--- src/rtl/display_pkg.sv ---
// rtl/display_pkg.sv - shared types, constants and round-robin helper for the display source scheduler
package display_pkg;

  localparam int NSRC = 4;
  localparam logic [4:0] BLANK_CODE = 5'b10000;

  typedef enum logic {
    IDLE = 1'b0,
    SHOW = 1'b1
  } state_t;

  // First requester after cur (wrapping); cur itself is checked last, and is kept if nobody requests.
  function automatic logic [1:0] next_rr(input logic [NSRC-1:0] req, input logic [1:0] cur);
    logic [1:0] idx;
    logic [1:0] res;
    logic       found;
    res   = cur;
    found = 1'b0;
    for (int k = 1; k <= NSRC; k++) begin
      idx = cur + k[1:0];
      if (!found && req[idx]) begin
        res   = idx;
        found = 1'b1;
      end
    end
    return res;
  endfunction

endpackage

--- src/rtl/btn_debounce.sv ---
// rtl/btn_debounce.sv - two-flop synchronizer, stability counter and one-cycle press pulse
module btn_debounce #(
  parameter int DEBOUNCE_CYCLES = 1_000_000
) (
  input  logic clk100M,
  input  logic rst,
  input  logic btn_raw,
  output logic press
);

  localparam int CW = (DEBOUNCE_CYCLES > 1) ? $clog2(DEBOUNCE_CYCLES) : 1;
  localparam logic [CW-1:0] CNT_LAST = CW'(DEBOUNCE_CYCLES - 1);

  logic          sync0;
  logic          sync1;
  logic          level;
  logic [CW-1:0] cnt;
  logic          accept;

  // accept fires on the last of DEBOUNCE_CYCLES consecutive differing samples
  assign accept = (sync1 != level) && (cnt == CNT_LAST);
  assign press  = accept && sync1;

  always_ff @(posedge clk100M or posedge rst) begin
    if (rst) begin
      sync0 <= 1'b0;
      sync1 <= 1'b0;
      level <= 1'b0;
      cnt   <= '0;
    end else begin
      sync0 <= btn_raw;
      sync1 <= sync0;
      if (sync1 == level) begin
        cnt <= '0;
      end else if (accept) begin
        level <= sync1;
        cnt   <= '0;
      end else begin
        cnt <= cnt + 1'b1;
      end
    end
  end

endmodule

--- src/rtl/display_source_scheduler.sv ---
// rtl/display_source_scheduler.sv - round-robin sharing of the 4-digit display between four sources
module display_source_scheduler
  import display_pkg::*;
#(
  parameter int DWELL_CYCLES    = 100_000_000,
  parameter int DEBOUNCE_CYCLES = 1_000_000,
  parameter bit LZ_BLANK        = 1'b1
) (
  input  logic              clk100M,
  input  logic              rst,
  input  logic [NSRC-1:0]   req,
  input  logic [16*NSRC-1:0] val_bus,
  input  logic              auto_mode,
  input  logic              btn_next,
  output logic [NSRC-1:0]   gnt,
  output logic [1:0]        src_idx,
  output logic [4:0]        AN3,
  output logic [4:0]        AN2,
  output logic [4:0]        AN1,
  output logic [4:0]        AN0
);

  localparam int DW_W = (DWELL_CYCLES > 1) ? $clog2(DWELL_CYCLES) : 1;
  localparam logic [DW_W-1:0] DWELL_LAST = DW_W'(DWELL_CYCLES - 1);

  state_t          state;
  logic [DW_W-1:0] dwell;
  logic            press;
  logic            expire;
  logic            advance;
  logic [1:0]      nxt;
  logic [15:0]     cur_val;
  logic [4:0]      d3, d2, d1, d0;

  btn_debounce #(.DEBOUNCE_CYCLES(DEBOUNCE_CYCLES)) u_btn (
    .clk100M (clk100M),
    .rst     (rst),
    .btn_raw (btn_next),
    .press   (press)
  );

  assign nxt     = next_rr(req, src_idx);
  assign expire  = auto_mode && (dwell == DWELL_LAST);
  // a dropped request re-arbitrates exactly like a press or dwell expiry
  assign advance = press || expire || !req[src_idx];

  always_comb begin
    cur_val = val_bus[{src_idx, 4'b0000} +: 16];
    d3 = {1'b0, cur_val[15:12]};
    d2 = {1'b0, cur_val[11:8]};
    d1 = {1'b0, cur_val[7:4]};
    d0 = {1'b0, cur_val[3:0]};
    if (LZ_BLANK) begin
      if (cur_val[15:12] == 4'h0) d3 = BLANK_CODE;
      if (cur_val[15:8] == 8'h00) d2 = BLANK_CODE;
      if (cur_val[15:4] == 12'h000) d1 = BLANK_CODE;
    end
    if (state == IDLE) begin
      d3 = BLANK_CODE;
      d2 = BLANK_CODE;
      d1 = BLANK_CODE;
      d0 = BLANK_CODE;
    end
  end

  always_ff @(posedge clk100M or posedge rst) begin
    if (rst) begin
      state   <= IDLE;
      gnt     <= '0;
      src_idx <= 2'd0;
      dwell   <= '0;
      AN3     <= BLANK_CODE;
      AN2     <= BLANK_CODE;
      AN1     <= BLANK_CODE;
      AN0     <= BLANK_CODE;
    end else begin
      AN3 <= d3;
      AN2 <= d2;
      AN1 <= d1;
      AN0 <= d0;
      case (state)
        IDLE: begin
          dwell <= '0;
          if (req != '0) begin
            state   <= SHOW;
            src_idx <= nxt;
            gnt     <= 4'b0001 << nxt;
          end
        end
        SHOW: begin
          if (req == '0) begin
            state <= IDLE;
            gnt   <= '0;
            dwell <= '0;
          end else if (advance) begin
            src_idx <= nxt;
            gnt     <= 4'b0001 << nxt;
            dwell   <= '0;
          end else if (auto_mode) begin
            dwell <= dwell + 1'b1;
          end
        end
        default: state <= IDLE;
      endcase
    end
  end

endmodule

--- config.mk ---
export PLATFORM = sky130hd
export DESIGN_NAME = display_source_scheduler
export DESIGN_NICKNAME = d
export VERILOG_FILES = /design/src/rtl/display_pkg.sv /design/src/rtl/btn_debounce.sv /design/src/rtl/display_source_scheduler.sv
export SDC_FILE = /design/constraint.sdc
export NUM_CORES = 1
export LEC_CHECK = 0
export ABC_AREA = 1
export CORE_MARGIN = 5
export CORE_UTILIZATION = 41
export DETAILED_ROUTE_END_ITERATION = 12
export HOLD_SLACK_MARGIN = 0.02
export MAX_ROUTING_LAYER = met4
export PLACE_DENSITY = 0.66
export SLEW_MARGIN = 40
export SYNTH_ARGS = -nofsm -noshare
export SYNTH_HDL_FRONTEND = slang
export SYNTH_HIERARCHICAL = 1
export SYNTH_SLANG_ARGS = --single-unit
--- constraint.sdc ---
create_clock -name clk100M -period 1.9 [get_ports clk100M]
set_input_delay 0.285 -clock clk100M [delete_from_list [all_inputs] [get_ports clk100M]]
set_output_delay 0.285 -clock clk100M [all_outputs]
set_load 0.02 [all_outputs]
== After elaboration in Yosys (flattened, before gate mapping) ==
Index checks and enable logic that the tools add are counted.
Word-level totals
  flip-flop bits (word level): 77
  input port bits: 72
  output and inout port bits: 26
  word-level logic and storage cells: 93
Operators by class
  $add $sub $neg: 5
  $lt $le $gt $ge: 4
  equality and inequality tests: 9
  shifts and indexed selects: 2
  multiplexer cells: 39
  bitwise operators: 2
  reductions and logical operators: 20
Operators by type and width (count)
  $mux 27: 3
  $shiftx 64x7->16: 1
  $pmux 27 s2: 1
  $mux 20: 2
  $mux 5: 7
  $add 27x1->27 const B: 1
  $eq 27x27->1 const B: 1
  $add 20x1->20 const B: 1
  $eq 20x20->1 const B: 1
  $mux 2: 7
  $logic_not 12->1: 1
  $lt 2x3->1 const B: 4
  $mux 4: 3
  $mux 1: 9
  $bmux 1 s2: 4
  $logic_not 4->1: 2
  $logic_not 8->1: 1
  $pmux 4 s2: 1
  $logic_and 1x1->1: 6
  $add 2x2->2 const B: 2
  $logic_not 1->1: 4
  $ne 2x1->1 const B: 2
  $ne 4x2->1 const B: 1
  $pmux 2 s2: 1
  other kinds (12): 15

== Depth between registers and ports, before layout ==
Gate-level depths: netlist (run 1).
  word-level depth: 17
  mapped depth: 14
  depth with buffers taken out: 13

== Modules after synthesis ==
Netlist (run 1), hierarchy kept.
Modules (own cells, without submodules)
  display_source_scheduler: instances 1, cells each 511, area each 3469.6 µm², sequential area each 1356.3 µm²
  btn_debounce: instances 1, cells each 171, area each 1330.0 µm², sequential area each 575.6 µm²

== Worst setup path before layout (run 1) ==
No wires, ideal clock.
  path kind: register -> register
  start: reg u_btn.cnt[1]
  end: reg dwell[12]
  library setup time: 0.119 ns
  arrival: 1.666 ns
  required time: 1.781 ns
  path slack: 0.115 ns
  cell stages (with the launch flop): 14
  path buffers: 1
  clock period less this slack: 1.785 ns
  cells stage by stage: dfrtp_1 > ha_1 > nand3_1 > nor2_2 > nand4_1 > nor3_1 > inv_1 > nand2_1 > nor2_4 > nand2_4 > inv_2 > buf_6 > o21ai_1 > nor2_1
On the way
  longest elaborated chain between the ends: 8
Ends and longest elaborated chain
  start: declaration: line btn_debounce.sv:17  | logic [CW-1:0] cnt;
  start signal: assignment: line btn_debounce.sv:39  | cnt <= cnt + 1'b1;
  $eq 20x20->1 (*): line btn_debounce.sv:21  | assign accept = (sync1 != level) && (cnt == CNT_LAST);
  $logic_and 1x1->1 (*): line btn_debounce.sv:21
  $logic_and 1x1->1 (*): line btn_debounce.sv:22  | assign press = accept && sync1;
  named net press: line display_source_scheduler.sv:28  | logic press;
  $logic_or 1x1->1 (*) (2 in a row): line display_source_scheduler.sv:45  | assign advance = press || expire || !req[src_idx];
  $mux 27: line display_source_scheduler.sv:95  | end else if (advance) begin
  $mux 27: line display_source_scheduler.sv:91  | if (req == '0) begin
  $pmux 27 s2: line display_source_scheduler.sv:81  | case (state)
  end signal: assignment: line display_source_scheduler.sv:100  | dwell <= dwell + 1'b1;
  end: declaration: line display_source_scheduler.sv:27  | logic [DW_W-1:0] dwell;
Mark *: on every way through the listed nets, which the timed path passes. The rest lies on a longest branch.
A chain may end at the register's enable or synchronous reset.

== Worst setup path in the final report (run 1) ==
  start: reg u_btn.cnt[0]
  end: reg dwell[15]
Same word-level chain as after synthesis.

==> results of run 1 <==
[metrics by stage]
| stage | utilization [%] | total power [mW] | worst slack, ns | hold WS [ns] | area, um^2 |
|---|---|---|---|---|---|
| after floorplan | - | 4.29 | 0.115 | 0.287 | 4800 |
| after global placement | 52.4 | 5.37 | 0.0544 | 0.343 | 6010 |
| after detailed placement | 52.4 | 5.44 | -0.0351 | 0.346 | 6010 |
| after CTS | 55.1 | 7.19 | 0.0152 | 0.244 | 6320 |
| after global routing | 55.7 | 7.66 | -0.0689 | 0.290 | 6390 |
| final | 55.7 | 7.17 | 0.0565 | 0.243 | 6390 |
[final timing paths]
check,start,depth (start not counted),end,slack [ns]
max reg2reg,u_btn/cnt[0],11,dwell[15],0.06
min,rst,2,AN0[3],0.24
min in group clk100M,u_btn/sync0,0,u_btn/sync1,0.36
min reg2reg,u_btn/sync0,0,u_btn/sync1,0.36
max in group asynchronous,rst,3,src_idx[0],1.16
max,u_btn/cnt[0],11,dwell[15],0.06
[worst register-to-register path: cells and delay by family, from the launching register on]
family / cells / cell delay (ns)
DFF: 1 / 0.39
buffers and inverters: 2 / 0.31
and+or+nand+nor: 8 / 0.85
adders and majority gates: 1 / 0.16
[layer usage]
metal / GRT usage, % / wire length [um]
met3: 3.25 / 680
met5: - / 0
met1: 24.8 / 5790
met2: 30.5 / 6110
met4: 8.39 / 269
[cell type report]
class / instances / area, um^2 / share of cell area, %
inverter: 77 / 294 / 4.60
clock buffer: 11 / 243 / 3.80
tap: 143 / 179 / 2.80
sequential: 77 / 1930 / 30.2
timing repair buffer: 123 / 1190 / 18.6
clock inverter: 5 / 60.1 / 0.940
multi-input combinational: 509 / 2490 / 39.0
[cells in the mapped netlist, types with 3 or more instances]
library cell and number:
sky130_fd_sc_hd__dfstp_2 4, sky130_fd_sc_hd__a21oi_1 22, sky130_fd_sc_hd__dfrtp_1 73, sky130_fd_sc_hd__nor2_4 4
sky130_fd_sc_hd__clkbuf_1 4, sky130_fd_sc_hd__o21ai_0 37, sky130_fd_sc_hd__nand4_1 13, sky130_fd_sc_hd__nand3_1 48
sky130_fd_sc_hd__inv_2 6, sky130_fd_sc_hd__nor3_1 10, sky130_fd_sc_hd__xor2_1 13, sky130_fd_sc_hd__a21oi_2 3
sky130_fd_sc_hd__nor2_1 155, sky130_fd_sc_hd__o21ai_1 7, sky130_fd_sc_hd__buf_6 6, sky130_fd_sc_hd__nand3_2 5
sky130_fd_sc_hd__buf_2 8, sky130_fd_sc_hd__nand2_1 144, sky130_fd_sc_hd__nor2_2 10, sky130_fd_sc_hd__nand2_2 15
sky130_fd_sc_hd__o21ai_2 4, sky130_fd_sc_hd__inv_1 68, sky130_fd_sc_hd__xnor2_1 4
[flip-flops by register name (all words and copies together), names as in the netlist]
name         cells
state            1
gnt              4
u_btn/cnt       20
u_btn/sync1      1
AN3              5
AN1              5
u_btn/level      1
AN2              5
u_btn/sync0      1
AN0              5
src_idx          2
dwell           27
[timing repair]
item | CTS | global route
pin swaps | 0 | 5
buffers inserted | 0 | 3
cloned | 0 | 0
gates resized for setup | 4 | 11
endpoints found under the setup margin | 35 | 33
[power breakdown]
part	internal [mW]	switching, mW	leakage (nW)
sequential	1.92	0.146	1.01
combinational	1.32	2.05	1.65
clock	1.06	0.667	0.146
[kinds of logic after synthesis]
| family | after synthesis | share of synthesized area (%) |
|---|---|---|
| fa+ha+maj | 2 | 0.521 |
| compound gates | 78 | 9.10 |
| simple gates | 412 | 38.1 |
| flops | 77 | 40.3 |
| xor+xnor | 17 | 3.10 |
| buf+inv | 96 | 8.92 |
==> impl_results.md, run 1 <==
* Num rows at 39
* IO Port Bufs at 97
* Clock insertion delay at the later pin of the skew report at 0.34 ns
* Final setup fails at 0
* Final ANT Viol Nets at 0
* Sequential share of the synthesized area at 40.3%
* Most frequently used flop master after synthesis: sky130_fd_sc_hd__dfrtp_1
* Ant diodes at 0
* CTS Sinks at 77
* Setup tns final at 0 ns
* Gr usage total at 19.4%
* Status: complete, no violations
* Count of routing violations after the opening detailed-route iteration at approximately 290
* Non-Filler Instances at 945
* Leading cell types in the layout, fill and taps excluded: sky130_fd_sc_hd__nor2_1 (154), sky130_fd_sc_hd__nand2_1 (143), sky130_fd_sc_hd__clkdlybuf4s50_1 (95), sky130_fd_sc_hd__dfrtp_1 (72), sky130_fd_sc_hd__inv_1 (67)
* Crit path buf inv count at 2
* Overall die area at ~0.014 mm^2
* Number of enable flip-flop cells after synthesis at 0
* Synth top area share at 38.1%
* Crit-path leading delay family: simple AND/OR/NAND/NOR gates
* Pleak at about 2.8 nW
* Max FO, Critical Path at 14
* Max-slew violation total from the final report at 0
* Final worst clock skew at 0.00759 ns
* Leading cell type in the layout, fill and taps excluded: sky130_fd_sc_hd__nor2_1
* Setup crit start kind: flip-flop
* Global placer's final weighted congestion at ~0.9
* Slew HR at between 60% and 70%
* Area growth from synthesis to final layout at 33.2%
* Wire length per cell after detailed routing at 13.6 um
* Slew @ Worst Pin at 0.462 ns
* Fraction of layout instances using a drive strength above 1 at 13.5%
* Max Freq at 542 MHz
* Cts hold-fix bufs at 0
* Via total after detailed routing at 4,716
* Final hold vios at 0
* Total power per unit cell area at 1120 mW/mm^2
* Number of warnings reported in the yosys synthesis log at 6
* Width of the chip at around 120 um
* Yosys reg bits at 77
* Type of the most critical hold path: input pin to asynchronous set/reset pin
* Die extent in y at around 120 um
* Estimated wirelength of the detail-placed design at 10,000 um
* Deepest clock path buffer count at 2
* Core area at 0.0115 mm^2
* Number of antenna violations at the first check in global routing at 0
* Via count of the first global-routing pass at 4,662
* Maximum number of pins on one net before global-route repair at 37
* Top-Level Pins at 98
* TritonCTS clock tree: built
* Type of element capturing the critical path: flip-flop
* Cell total after placement at 926
* Cells after synthesis at 682
* Critical path's largest stage delay at 0.39 ns
* Worst endpoint required time at 2.11 ns
* CTS buffer count at 9
* Crit path arrival time at around 2.1 ns
* Number of optimization iterations in the first detailed-route pass at 4
* Most Frequent Cell on Critical Path: sky130_fd_sc_hd__nor2_4
* Worst-path cell chain: ha_4 > nand3_4 > nor2_4 > nand4_1 > nor3_2 > inv_1 > nand2_2 > nor2_4 > nand2_4 > buf_4 > nor3_1
* Largest area contributor in the netlist: sky130_fd_sc_hd__dfrtp_1
* Overflow after GRT at 0
* Clock root cell: sky130_fd_sc_hd__clkbuf_16
* Layout Nets at 871
* Number of library cell types mapped by synthesis at 38
* Start-to-end type of the worst setup path: flip-flop to flip-flop
* Top cells by area, synth: sky130_fd_sc_hd__dfrtp_1 (38%), sky130_fd_sc_hd__nor2_1 (12%), sky130_fd_sc_hd__nand2_1 (11%), sky130_fd_sc_hd__inv_1 (5.3%), sky130_fd_sc_hd__nand3_1 (5.0%)
* Clock H-tree levels at 3
* Mapped Nets at about 760
* Ratio of final minimum period to clock period at between 90% and 100%
* Worst VDD drop at 0.623 mV
* Share of synthesized registers carrying an async set or reset at 100%
* Filler instances at 1,025
* Clock Pin Slew Worst Setup and Hold Paths at 0.06 ns
* CP max-delay cell: sky130_fd_sc_hd__dfrtp_1
* Summed instance area of the synthesized netlist at 0.00480 mm^2
* Wire length of the first global-routing pass at 21,900 um
* Max_cap viols at 0
* DRC errors left at 0
* Clock period minus final worst setup slack at about 1.8 ns
* Average footprint of a synthesized cell at 7.04 um^2
* Ratio of routed vias to standard cells at 4.99
* Initial cell density of the core at a little over two fifths
* Post-detailed-routing wire length at 12,800 um
* Setup repair after global routing missed its margin: true
Power figures use the tool's default switching activity.
==> run 2, diff against run 1 <==
CORE_UTILIZATION = 30   (was 41)
PLACE_DENSITY = not set   (was 0.66)
==> impl_results.md, run 2 (synthesis gave the netlist of run 1 again) <==
* Count of routing violations after the opening detailed-route iteration at 228 (was 289)
* Via total after detailed routing at 4,578 (was 4,716)
* Cts hold-fix bufs at 0 (unchanged)
* Ratio of final minimum period to clock period at 93.8% (was 97.0%)
* Worst hold margin at 0.287 ns (was 0.243 ns)
* CTS Sinks at 77 (unchanged)
* Setup repair after global routing missed its margin: true (unchanged)
* Setup crit start kind: flip-flop (unchanged)
* Registers with the most flip-flops: dwell: 27 flops, u_btn/cnt: 20 flops (unchanged)
* Slew @ Worst Pin at 0.428 ns (was 0.462 ns)
* Final hold vios at 0 (unchanged)
* Total power per unit cell area at 1100 mW/mm^2 (was 1120 mW/mm^2)
* Area growth from synthesis to final layout at 35.4% (was 33.2%)
* CTS buffer count at 9 (unchanged)
* Wire length of the first global-routing pass at 21,500 um (was 21,900 um)
* Cell total after placement at 1,002 (was 926)
* Slew HR at 71.3% (was 68.9%)
* DRC errors left at 0 (unchanged)
* Worst setup endpoint: gnt[2] (was dwell[15])
* IO Port Bufs at 97 (unchanged)
* Deepest clock path buffer count at 2 (unchanged)
* Leading cell types in the layout, fill and taps excluded: sky130_fd_sc_hd__nor2_1 (155), sky130_fd_sc_hd__nand2_1 (143), sky130_fd_sc_hd__clkdlybuf4s50_1 (95), sky130_fd_sc_hd__dfrtp_1 (72), sky130_fd_sc_hd__inv_1 (67) (was sky130_fd_sc_hd__nor2_1 (154), sky130_fd_sc_hd__nand2_1 (143), sky130_fd_sc_hd__clkdlybuf4s50_1 (95), sky130_fd_sc_hd__dfrtp_1 (72), sky130_fd_sc_hd__inv_1 (67))
* Die extent in y at 136 um (was 118 um)
* Max FO, Critical Path at 8 (was 14)
* Type of the most critical hold path: input pin to asynchronous set/reset pin (unchanged)
* Pleak at 2.84 nW (was 2.81 nW)
* R2R setup slack at 0.12 ns (was 0.06 ns)
* Crit path arrival time at 2.06 ns (about the same)
* Global placer's final weighted congestion at 0.831 (was 0.901)
* Setup tns final at 0 ns (unchanged)
* Leading cell type in the layout, fill and taps excluded: sky130_fd_sc_hd__nor2_1 (unchanged)
* Clock Pin Slew Worst Setup and Hold Paths at 0.06 ns (about the same)
* Clock H-tree levels at 3 (unchanged)
* Type of element capturing the critical path: flip-flop (unchanged)
* Width of the chip at 136 um (was 118 um)
* Gr usage total at 14.9% (was 19.4%)
* Endpoint of the worst-slack reg-to-reg timing path: gnt[2] (was dwell[15])
* Via count of the first global-routing pass at 4,487 (was 4,662)
* Post-detailed-routing wire length at 12,800 um (about the same)
* Max_cap viols at 0 (unchanged)
* Clock root cell: sky130_fd_sc_hd__clkbuf_16 (unchanged)
* R2r startpoint: u_btn/cnt[1] (was u_btn/cnt[0])
* Filler instances at 1,691 (was 1,025)
* Wire length per cell after detailed routing at 12.6 um (was 13.6 um)
* Worst endpoint required time at 2.18 ns (was 2.11 ns)
* Number of optimization iterations in the first detailed-route pass at 4 (unchanged)
* Ratio of routed vias to standard cells at 4.48 (was 4.99)
* Num rows at 46 (was 39)
* TritonCTS clock tree: built (unchanged)
* Start-to-end type of the worst setup path: flip-flop to flip-flop (unchanged)
* Top-Level Pins at 98 (unchanged)
* Max-slew violation total from the final report at 0 (unchanged)
* Status: complete, no violations (unchanged)
* Overall die area at 0.0186 mm^2 (was 0.0140 mm^2)
* Maximum number of pins on one net before global-route repair at 38 (was 37)
* Flip-flop count of the largest register, all copies and words added at 27 (unchanged)
* Final setup fails at 0 (unchanged)
* Final ANT Viol Nets at 0 (unchanged)
* Worst VDD drop at 0.533 mV (was 0.623 mV)
* Initial cell density of the core at 30.4% (was 41.9%)
* Reg2Reg Depth at 13 (was 11)
* Estimated wirelength of the detail-placed design at 10,100 um (was 10,000 um)
* Worst setup path startpoint: u_btn/cnt[1] (was u_btn/cnt[0])
* Fraction of layout instances using a drive strength above 1 at 13.6% (was 13.5%)
* Core area at 0.0158 mm^2 (was 0.0115 mm^2)
* Number of antenna violations at the first check in global routing at 0 (unchanged)
* Tot Pwr at 7.17 mW (about the same)
* Overflow after GRT at 0 (unchanged)
* Non-Filler Instances at 1,022 (was 945)
* Max Freq at 561 MHz (was 542 MHz)
* Clock period minus final worst setup slack at 1.78 ns (was 1.84 ns)
* Final worst clock skew at 0.00582 ns (was 0.00759 ns)
* Layout Nets at 875 (was 871)
* Clock insertion delay at the later pin of the skew report at 0.34 ns (about the same)
* Top reg by flops: dwell (unchanged)
* Ant diodes at 0 (unchanged)
-- run 2: cell count changes in the layout (fill, tap and decap cells not counted), sizes merged --
cell	previous run	this run
clkbuf	11	10
buf	26	30
dlymetal6s2s	0	1
clkinv	4	5
dlygate4sd2	2	1
inv	76	75
clkinvlp	1	2
-- run 2: worst max-delay path: stages (launching register included) --
cell and delay, ns:
sky130_fd_sc_hd__dfrtp_1 0.35, sky130_fd_sc_hd__ha_2 0.20, sky130_fd_sc_hd__nand3_2 0.10, sky130_fd_sc_hd__nor2_4 0.13, sky130_fd_sc_hd__nand4_1 0.08, sky130_fd_sc_hd__nor3_1 0.14
sky130_fd_sc_hd__inv_1 0.11, sky130_fd_sc_hd__nand2_2 0.09, sky130_fd_sc_hd__nor2_4 0.05, sky130_fd_sc_hd__nand2_4 0.12, sky130_fd_sc_hd__nand2_8 0.09, sky130_fd_sc_hd__a21oi_4 0.14
sky130_fd_sc_hd__nand2_1 0.06, sky130_fd_sc_hd__nand2_1 0.05
-- run 2: area by class of cell --
cell class              count  area (um^2)  share of cell area [%]
multi-input cells         509         2480                    38.2
flip-flops and latches     77         1930                    29.7
repair buffers            127         1230                    18.9
inverters                  77          297                    4.56
well taps                 216          270                    4.16
clock buffers              10          229                    3.52
clock inverters             6         63.8                   0.982
-- run 2: metal layers --
layer  part of all wire, %  track usage (%)  vias up  routed length, um
met5                     0                -        -                  0
li1                      -                -     2402                  -
met4                   1.5             5.04        0                193
met1                    46             18.5     2054               5910
met3                   5.4             2.96       11                696
met2                    47             24.3      111               6040
-- run 2: repair_timing --
action	in CTS	in global routing
pin swaps	0	3
setup buffers	0	4
gates resized for setup	3	14
endpoints found under the setup margin	2	27
-- run 2: worst min-delay path by stage --
stage                      from            to  slack (ns)  cells past startpoint
floorplan                   rst  u_btn/cnt[0]        0.29                      1
global route                rst        AN1[2]        0.34                      2
global placement    u_btn/sync0   u_btn/sync1        0.34                      0
finish                      rst        AN1[2]        0.29                      2
CTS                         rst        AN1[1]        0.29                      2
detailed placement  u_btn/sync0   u_btn/sync1        0.34                      0
-- run 2: report_power, final --
group          switching (mW)  internal (mW)
Sequential              0.138           1.92
Combinational            2.06           1.36
Clock                   0.678           1.01
-- run 2: per-stage QoR --
step / setup slack, ns / cell area (um^2) / util, %
2_1_floorplan: 0.115 / 4800 / -
3_3_place_gp: 0.0839 / 6120 / 38.8
3_5_place_dp: 0.00925 / 6120 / 38.8
4_1_cts: 0.00317 / 6420 / 40.7
5_1_grt: -0.0507 / 6500 / 41.2
6_report: 0.118 / 6500 / 41.2
==> run 3, diff against run 2 <==
GPL_TIMING_DRIVEN = 1   (was not set)
PLACE_DENSITY_LB_ADDON = 0.1   (was not set)
==> impl_results.md, run 3 (synthesis gave the netlist of run 1 again) <==
* Status: complete, no violations (unchanged)
* Number of optimization iterations in the first detailed-route pass at 4 (unchanged)
* Initial cell density of the core at 30.4% (unchanged)
* Gr usage total at 16.0% (was 14.9%)
* Filler instances at 1,661 (was 1,691)
* Final setup fails at 0 (unchanged)
* Max-slew violation total from the final report at 0 (unchanged)
* Ratio of final minimum period to clock period at 97.3% (was 93.8%)
* Clock root cell: sky130_fd_sc_hd__clkbuf_16 (unchanged)
* Registers with the most flip-flops: dwell: 27 flops, u_btn/cnt: 20 flops (unchanged)
* Area growth from synthesis to final layout at 36.4% (was 35.4%)
* Layout Nets at 882 (was 875)
* Overall die area at 0.0186 mm^2 (unchanged)
* IO Port Bufs at 97 (unchanged)
* Wire length of the first global-routing pass at 23,100 um (was 21,500 um)
* Max_cap viols at 0 (unchanged)
* Slew @ Worst Pin at 0.472 ns (was 0.428 ns)
* Worst endpoint required time at 2.18 ns (about the same)
* Type of element capturing the critical path: flip-flop (unchanged)
* Clock insertion delay at the later pin of the skew report at 0.34 ns (about the same)
* Worst VDD drop at 0.495 mV (was 0.533 mV)
* TritonCTS clock tree: built (unchanged)
* Ant diodes at 0 (unchanged)
* Maximum number of pins on one net before global-route repair at 36 (was 38)
* Cts hold-fix bufs at 0 (unchanged)
* Start-to-end type of the worst setup path: flip-flop to flip-flop (unchanged)
* Number of antenna violations at the first check in global routing at 0 (unchanged)
* Worst setup endpoint: gnt[0] (was gnt[2])
* Via total after detailed routing at 4,688 (was 4,578)
* Number of cells on the critical path at 13 (unchanged)
* Die extent in y at 136 um (unchanged)
* Clock period minus final worst setup slack at 1.85 ns (was 1.78 ns)
* Leading cell types in the layout, fill and taps excluded: sky130_fd_sc_hd__nor2_1 (155), sky130_fd_sc_hd__nand2_1 (142), sky130_fd_sc_hd__clkdlybuf4s50_1 (95), sky130_fd_sc_hd__dfrtp_1 (71), sky130_fd_sc_hd__inv_1 (66) (was sky130_fd_sc_hd__nor2_1 (155), sky130_fd_sc_hd__nand2_1 (143), sky130_fd_sc_hd__clkdlybuf4s50_1 (95), sky130_fd_sc_hd__dfrtp_1 (72), sky130_fd_sc_hd__inv_1 (67))
* Pleak at 2.87 nW (was 2.84 nW)
* Clock Pin Slew Worst Setup and Hold Paths at 0.06 ns (about the same)
* Fraction of layout instances using a drive strength above 1 at 15.0% (was 13.6%)
* Post-detailed-routing wire length at 13,600 um (was 12,800 um)
* Count of routing violations after the opening detailed-route iteration at 297 (was 228)
* Crit-path leading delay family: simple AND/OR/NAND/NOR gates (unchanged)
* Width of the chip at 136 um (unchanged)
* Clock H-tree levels at 3 (unchanged)
* Worst setup path startpoint: u_btn/cnt[1] (unchanged)
* Worst hold margin at 0.275 ns (was 0.287 ns)
* Slew HR at 68.2% (was 71.3%)
* DRC errors left at 0 (unchanged)
* Final standard cell area without fillers at 0.00655 mm^2 (was 0.00650 mm^2)
* Final worst clock skew at 0.00779 ns (was 0.00582 ns)
* Flip-flop count of the largest register, all copies and words added at 27 (unchanged)
* CTS buffer count at 9 (unchanged)
* Setup crit start kind: flip-flop (unchanged)
* Cell total after placement at 1,008 (was 1,002)
* Wire length per cell after detailed routing at 13.2 um (was 12.6 um)
* Core area at 0.0158 mm^2 (unchanged)
* R2R setup slack at 0.05 ns (was 0.12 ns)
* Top-Level Pins at 98 (unchanged)
* Reg2Reg Depth at 13 (unchanged)
* CTS Sinks at 77 (unchanged)
* Global placer's final weighted congestion at 0.893 (was 0.831)
* Tot Pwr at 7.07 mW (was 7.17 mW)
* Critical path's largest stage delay at 0.37 ns (was 0.35 ns)
* Final hold vios at 0 (unchanged)
* Via count of the first global-routing pass at 4,679 (was 4,487)
* Standard cell area after detailed placement at 0.00618 mm^2 (was 0.00612 mm^2)
* Ratio of routed vias to standard cells at 4.56 (was 4.48)
* Max Freq at 541 MHz (was 561 MHz)
* R2r startpoint: u_btn/cnt[1] (unchanged)
* Crit path arrival time at 2.13 ns (was 2.06 ns)
* CP max-delay cell: sky130_fd_sc_hd__dfrtp_1 (unchanged)
* Top reg by flops: dwell (unchanged)
* Setup repair after global routing missed its margin: true (unchanged)
* Type of the most critical hold path: input pin to asynchronous set/reset pin (unchanged)
* Leading cell type in the layout, fill and taps excluded: sky130_fd_sc_hd__nor2_1 (unchanged)
* Total power per unit cell area at 1080 mW/mm^2 (was 1100 mW/mm^2)
* Worst-path cell chain: ha_2 > nand3_2 > nor2_2 > nand4_1 > nor3_2 > inv_2 > nand2_2 > nor2_4 > nand2_4 > nand2_8 > a21oi_4 > nand2_1 > nand2_1 (was ha_2 > nand3_2 > nor2_4 > nand4_1 > nor3_1 > inv_1 > nand2_2 > nor2_4 > nand2_4 > nand2_8 > a21oi_4 > nand2_1 > nand2_1)
* Most Frequent Cell on Critical Path: sky130_fd_sc_hd__nand2_1
* Num rows at 46 (unchanged)
* Estimated wirelength of the detail-placed design at 10,700 um (was 10,100 um)
* Final ANT Viol Nets at 0 (unchanged)
* Overflow after GRT at 0 (unchanged)
* Endpoint of the worst-slack reg-to-reg timing path: gnt[0] (was gnt[2])
* Deepest clock path buffer count at 2 (unchanged)
* Max FO, Critical Path at 8 (unchanged)
* Non-Filler Instances at 1,029 (was 1,022)
* Crit path buf inv count at 1 (unchanged)
## run 3: metrics by stage
step | worst slack (ns) | utilization (%) | setup TNS, ns
floorplan | 0.115 | - | 0
global placement | 0.0308 | 39.2 | 0
detailed placement | 0.0127 | 39.2 | 0
CTS | 0.00236 | 41.1 | 0
global route | -0.122 | 41.5 | -1.70
finish | 0.0518 | 41.5 | 0
## run 3: routing by layer
layer / global-route usage [%] / up-vias / wire length (um)
met5: - / - / 0
met4: 4.48 / 0 / 195
met3: 4.07 / 13 / 718
met2: 25.4 / 128 / 6430
met1: 20.3 / 2133 / 6260
li1: - / 2414 / -
## run 3: area by class of cell
class                      instances  area (um^2)  area share [%]
clock buffer                      10          239            3.65
sequential                        77         1930            29.6
multi-input combinational        509         2480            37.9
inverter                          77          294            4.49
clock inverter                     6         45.0           0.688
timing repair buffer             134         1280            19.6
tap                              216          270            4.13
## run 3: timing repair
| action | 4_1_cts | 5_1_grt |
|---|---|---|
| endpoints found under the hold margin | 0 | 0 |
| setup endpoints to repair | 3 | 32 |
| pin swaps | 1 | 9 |
| buffers inserted | 2 | 3 |
| gates resized for setup | 4 | 12 |
## run 3: how the worst min path moves through the flow
stage / cells past startpoint / end / slack (ns)
floorplan: 1 / u_btn/cnt[0] / 0.29
global placement: 0 / u_btn/sync1 / 0.34
detailed placement: 0 / u_btn/sync1 / 0.34
CTS: 2 / AN2[3] / 0.28
global route: 2 / AN2[0] / 0.30
finish: 2 / AN2[2] / 0.27
## run 3: power by group
| group | leakage [nW] | switching [mW] | internal (mW) |
|---|---|---|---|
| clock network | 0.143 | 0.708 | 0.929 |
| registers | 1.00 | 0.170 | 1.92 |
| logic | 1.73 | 1.98 | 1.35 |
| total | 2.87 | 2.86 | 4.20 |
